<file path="src/rtl/reaction_timer.sv">
// Reaction-time controller: random pre-stimulus delay, LED onset, millisecond
// reaction count, and a 14-bit result/greeting feed for the seven-segment stage.
module reaction_timer #(
    parameter int TICKS_PER_MS = 100_000,
    parameter int MIN_DELAY_MS = 2000,
    parameter int DELAY_MASK   = 8191,
    parameter int MAX_REACT_MS = 1000
) (
    input  logic        i_clk,
    input  logic        i_rst,
    input  logic        i_clear,
    input  logic        i_start,
    input  logic        i_stop,
    output logic        o_led,
    output logic [13:0] o_bin,
    output logic        o_greeting,
    output logic        o_done
);

    localparam int TW = $clog2(TICKS_PER_MS + 1);
    localparam int DW = $clog2(MIN_DELAY_MS + DELAY_MASK + 1);
    localparam int MW = $clog2(MAX_REACT_MS + 1);

    localparam logic [TW-1:0] TICK_LAST = TW'(TICKS_PER_MS - 1);
    localparam logic [MW-1:0] MS_MAX    = MW'(MAX_REACT_MS);
    localparam logic [13:0]   CHEAT_VAL = 14'd9999;
    localparam logic [15:0]   LFSR_SEED = 16'hACE1;

    typedef enum logic [1:0] {
        S_IDLE,
        S_WAIT,
        S_REACT,
        S_DONE
    } state_t;

    state_t        state, state_n;
    logic [15:0]   lfsr;
    logic          lfsr_fb;
    logic [TW-1:0] tick, tick_n;
    logic [DW-1:0] delay, delay_n;
    logic [DW-1:0] delay_load;
    logic [MW-1:0] ms, ms_n;
    logic [MW-1:0] ms_inc;
    logic [13:0]   result, result_n;
    logic          tick_wrap;
    logic          led_n;
    logic          greeting_n;
    logic          done_n;
    logic [13:0]   bin_n;

    // Fibonacci taps 16,14,13,11; a nonzero seed keeps it off the all-zero lock-up state.
    assign lfsr_fb    = lfsr[15] ^ lfsr[13] ^ lfsr[12] ^ lfsr[10];
    assign delay_load = DW'(MIN_DELAY_MS + (int'(lfsr) & DELAY_MASK));
    assign tick_wrap  = (tick == TICK_LAST);
    assign ms_inc     = ms + MW'(1);

    always_comb begin
        state_n  = state;
        tick_n   = tick;
        delay_n  = delay;
        ms_n     = ms;
        result_n = result;

        case (state)
            S_IDLE: begin
                if (i_start) begin
                    delay_n = delay_load;
                    tick_n  = '0;
                    ms_n    = '0;
                    state_n = S_WAIT;
                end
            end
            S_WAIT: begin
                tick_n = tick_wrap ? '0 : tick + TW'(1);
                if (tick_wrap) begin
                    delay_n = delay - DW'(1);
                end
                // A stop landing on the expiry edge still counts as a cheat.
                if (i_stop) begin
                    state_n  = S_DONE;
                    result_n = CHEAT_VAL;
                end else if (tick_wrap && delay <= DW'(1)) begin
                    state_n = S_REACT;
                    tick_n  = '0;
                    ms_n    = '0;
                end
            end
            S_REACT: begin
                tick_n = tick_wrap ? '0 : tick + TW'(1);
                if (tick_wrap) begin
                    ms_n = ms_inc;
                end
                if (i_stop || (tick_wrap && ms_inc == MS_MAX)) begin
                    state_n  = S_DONE;
                    result_n = 14'(ms_n);
                end
            end
            S_DONE: begin
            end
            default: begin
                state_n = S_IDLE;
            end
        endcase

        if (i_clear) begin
            state_n  = S_IDLE;
            tick_n   = '0;
            delay_n  = '0;
            ms_n     = '0;
            result_n = '0;
        end
    end

    // Outputs are derived from the next state so they switch on the same edge as the state.
    always_comb begin
        led_n      = (state_n == S_REACT);
        greeting_n = (state_n == S_IDLE);
        done_n     = (state_n == S_DONE);
        bin_n      = '0;
        case (state_n)
            S_REACT: bin_n = 14'(ms_n);
            S_DONE:  bin_n = result_n;
            default: bin_n = '0;
        endcase
    end

    always_ff @(posedge i_clk) begin
        if (i_rst) begin
            state      <= S_IDLE;
            lfsr       <= LFSR_SEED;
            tick       <= '0;
            delay      <= '0;
            ms         <= '0;
            result     <= '0;
            o_led      <= 1'b0;
            o_bin      <= '0;
            o_greeting <= 1'b1;
            o_done     <= 1'b0;
        end else begin
            state      <= state_n;
            lfsr       <= {lfsr[14:0], lfsr_fb};
            tick       <= tick_n;
            delay      <= delay_n;
            ms         <= ms_n;
            result     <= result_n;
            o_led      <= led_n;
            o_bin      <= bin_n;
            o_greeting <= greeting_n;
            o_done     <= done_n;
        end
    end

endmodule
</file>
<file path="config.mk">
export PLATFORM = sky130hd
export DESIGN_NAME = reaction_timer
export DESIGN_NICKNAME = d
export VERILOG_FILES = /design/src/rtl/reaction_timer.sv
export SDC_FILE = /design/constraint.sdc
export NUM_CORES = 1
export LEC_CHECK = 0
export ABC_AREA = 1
export CAP_MARGIN = 20
export CORE_MARGIN = 8
export CORE_UTILIZATION = 25
export CTS_CLUSTER_SIZE = 40
export DETAILED_ROUTE_END_ITERATION = 12
export PLACE_DENSITY = 0.44
export REMOVE_ABC_BUFFERS = 1
export SYNTH_ARGS = -nofsm -noshare
export SYNTH_HDL_FRONTEND = slang
export SYNTH_SLANG_ARGS = --single-unit
</file>
<file path="constraint.sdc">
create_clock -name i_clk -period 4.7 [get_ports i_clk]
set_input_delay 0.94 -clock i_clk [delete_from_list [all_inputs] [get_ports i_clk]]
set_output_delay 0.94 -clock i_clk [all_outputs]
set_load 0.1 [all_outputs]
</file>
==> flow_metrics.py <==
metrics = {
    "clocking": {
        "hold_buffers": 0,
        "cts-root-buf": "clkbuf_16",
        "cts_tree": "yes",
        "post_cts.resized_instances": 0,
        "clkLatencyLatePin_ns": 0.35,
        "cts_sinks": 90,
        "cts_max_path_buffers": 2,
        "postCtsSetupBuffers": 0,
        "cts_made_buffers": 9,
        "clk_pin_slew_worst_paths_ns": 0.07,
        "htreeDepth": 3,
    },
    "die": {
        "dieArea_sq_um": 24350,
        "row_count": 51,
        "ios": 22,
        "die_y_um": 156.0,
        "core_area_sq_um": 19330,
        "floorplan.initialDensity_pct": 25.35,
        "die_w_um": 156.0,
    },
    "timing": {
        "period_needed_ns": 2.991,
        "worst_pin_slew_ns": 0.9772,
        "max_slew_margin_pct": 34.65,
        "rsz0062_at_grt": "false",
        "maxSlewViolCount": 0,
        "hold_viol": 0,
        "post-route-period-util_pct": 63.65,
        "setup_viol": 0,
        "finalSetupTns_ns": 0,
        "max_freq_mhz": 334.3,
        "skew_ns": 0.01028,
    },
    "global_route": {
        "grt-ovfl-total": 0,
        "grt_max_degree": 38,
        "grt_pass1_vias": 4360,
        "grt_pass1_wl_mm": 22.20,
        "antenna_found_initial": 0,
        "grt_usage_pct": 11.40,
    },
    "yosys": {
        "seq_area_frac_synth_pct": 36.75,
        "synth_flop_cell": "dfxtp_1",
        "avgSynthCellArea_sq_um": 6.734,
        "ys_seq_elements": 90,
        "synth_warnings": 0,
        "synthCells": 728,
        "ys_types": 43,
        "synth_enable_flop_cells": 0,
        "async_flop_share_pct": 0,
        "syn-cell-area_sq_um": 4902,
    },
    "routing": {
        "wire_per_inst_um": 13.08,
        "vias_per_cell": 4.491,
        "dr.pass1.iters": 4,
        "routed_wl_mm": 13.16,
        "detail-route-antenna-nets": 0,
        "remaining_drc_errors": 0,
        "drt_iter0_drc": 223,
        "vias": 4518,
    },
    "worst_setup_path": {
        "cp.required_ns": 4.98,
        "reg2regPathDepth": 15,
        "crit_fanout": 20,
        "crit_path_end_kind": "register",
        "crit_arrival_ns": 3.27,
        "critPathKind": "primary input to register",
        "cp-start-kind": "primary input",
    },
    "placement": {
        "port_buffers": 21,
        "dpl_cell_area_sq_um": 5331,
        "dpl.hpwl_mm": 9.492,
        "gp_congestion": 0.7737,
    },
    "layout": {
        "layout.nets": 752,
        "fill_cells": 2131,
        "area_growth_pct": 15.03,
        "diodes": 0,
        "drive_gt1_share_pct": 7.557,
        "final_core_util_pct": 29.17,
        "final_area_sq_um": 5639,
    },
    "power_and_ir_drop": {
        "finalPower_mw": 1.779,
        "power_density_nw_per_um2": 315.4,
        "total_leakage_power_nw": 2.211,
        "ir_drop_mv": 0.1756,
    },
    "run": {
        "drv_cap": 0,
    },
    "hold_path": {
        "whs_path_depth": 1,
        "hp-class": "register to register",
    },
    "status": {
        "status": "finished, final reports clean",
    },
}
==> cell usage after synthesis (2+ instances only) <==
| library cell | number | share of area [%] |
|---|---|---|
| a221oi_1 | 5 | 0.89 |
| xor2_1 | 9 | 1.6 |
| buf_2 | 6 | 0.61 |
| nand2_2 | 7 | 0.89 |
| nand2_1 | 176 | 13 |
| xnor2_1 | 2 | 0.36 |
| nor2_1 | 79 | 6.0 |
| nor3_1 | 16 | 1.6 |
| nor2_2 | 7 | 0.89 |
| ha_1 | 11 | 2.8 |
| nand3_4 | 2 | 0.71 |
| dfxtp_1 | 90 | 37 |
| buf_4 | 2 | 0.31 |
| inv_1 | 78 | 6.0 |
| nor3_2 | 2 | 0.41 |
| o211ai_1 | 3 | 0.46 |
| a311oi_1 | 2 | 0.36 |
| clkbuf_1 | 16 | 1.2 |
| buf_6 | 4 | 0.92 |
| nand3_1 | 44 | 4.5 |
| o21ai_1 | 3 | 0.31 |
| or2_2 | 7 | 0.89 |
| clkinv_1 | 2 | 0.15 |
| buf_1 | 2 | 0.15 |
| a21oi_2 | 3 | 0.54 |
| o21ai_0 | 53 | 5.4 |
| nand4_1 | 4 | 0.51 |
| a31oi_1 | 8 | 1.0 |
| and2_1 | 10 | 1.3 |
| a21oi_1 | 53 | 5.4 |
| nand3_2 | 3 | 0.61 |
| a211oi_1 | 7 | 1.1 |
| nor4_1 | 2 | 0.26 |
==> where the power goes <==
group	switching, mW	leakage (nW)	internal (mW)	total (mW)
Sequential	0.0168	0.732	0.784	0.801
Clock	0.342	0.145	0.422	0.764
Combinational	0.146	1.33	0.0665	0.213
==> layout by cell type (no fill, tap or decap), types with 3 or more instances in the layout <==
| master | n |
|---|---|
| a221oi_1 | 5 |
| a21oi_1 | 53 |
| buf_4 | 6 |
| and2_1 | 10 |
| a31oi_1 | 8 |
| nor2_1 | 79 |
| clkbuf_16 | 9 |
| nor2_2 | 7 |
| nand2_1 | 176 |
| inv_6 | 3 |
| nor3_1 | 16 |
| ha_1 | 11 |
| xor2_1 | 9 |
| inv_1 | 78 |
| o21ai_0 | 53 |
| clkdlybuf4s50_1 | 21 |
| nand4_1 | 4 |
| nand3_2 | 3 |
| or2_2 | 7 |
| o21ai_1 | 3 |
| a211oi_1 | 7 |
| dfxtp_1 | 90 |
| nand2_2 | 7 |
| nand3_1 | 44 |
| a21oi_2 | 3 |
| o211ai_1 | 3 |
==> routing by layer <==
layer  global-route usage, %  vias to the layer above  wire length [um]  part of all wire, %
met1                   14.32                     2060              6338                   48
met2                   19.06                       69              6224                   47
met4                   3.004                        0               160                  1.2
li1                        -                     2377                 -                    -
met5                       0                        -                 0                    0
met3                   2.770                       12               431                  3.3
==> path summary, 6_finish.rpt <==
check / startpoint / endpoint / slack [ns]
worst max-delay path: i_stop / o_bin[5] / 1.71
worst min-delay path: lfsr[14] / lfsr[15] / 0.42
worst max register to register: tick[0] / o_bin[5] / 1.92
worst min register to register: lfsr[14] / lfsr[15] / 0.42
==> state kept, by name, indices dropped and copies added (netlist names), 2 cells and up <==
name	cells
ms	10
o_bin	14
delay	14
lfsr	16
state	2
tick	17
result	14
==> final cells by class <==
cell class | count | area, sq um | share of cell area (%)
repair buffers | 27 | 255.2 | 4.526
multi-input cells | 526 | 2631 | 46.66
clock inverters | 7 | 82.58 | 1.464
well taps | 265 | 331.6 | 5.880
clock buffers | 9 | 225.2 | 3.994
flip-flops and latches | 90 | 1802 | 31.95
inverters | 82 | 311.5 | 5.525
==> worst max-delay path: stages <==
cell and delay [ns]:
clkdlybuf4s50_1 0.49, inv_1 0.51, nand3_1 0.43, a21oi_1 0.27, nand2_2 0.10, nand2_2 0.23
nand3_1 0.10, a21oi_1 0.19
==> cells by family after synthesis <==
kind of cell / count (synthesis) / share of synthesized area [%]
buf+inv: 112 / 9.571
compound gates: 142 / 16.28
fa+ha+maj: 11 / 2.808
flops: 90 / 36.75
simple gates: 362 / 32.62
xor+xnor: 11 / 1.965
==> metrics by stage <==
stage,hold slack [ns],std cells,setup WS [ns]
finish,0.4173,1006,1.709
global route,0.4291,1006,1.484
CTS,0.4168,1006,1.722
detailed placement,0.3965,990,1.365
global placement,0.3933,990,1.415
floorplan,0.3895,698,1.829
Power figures use the tool's default switching activity.
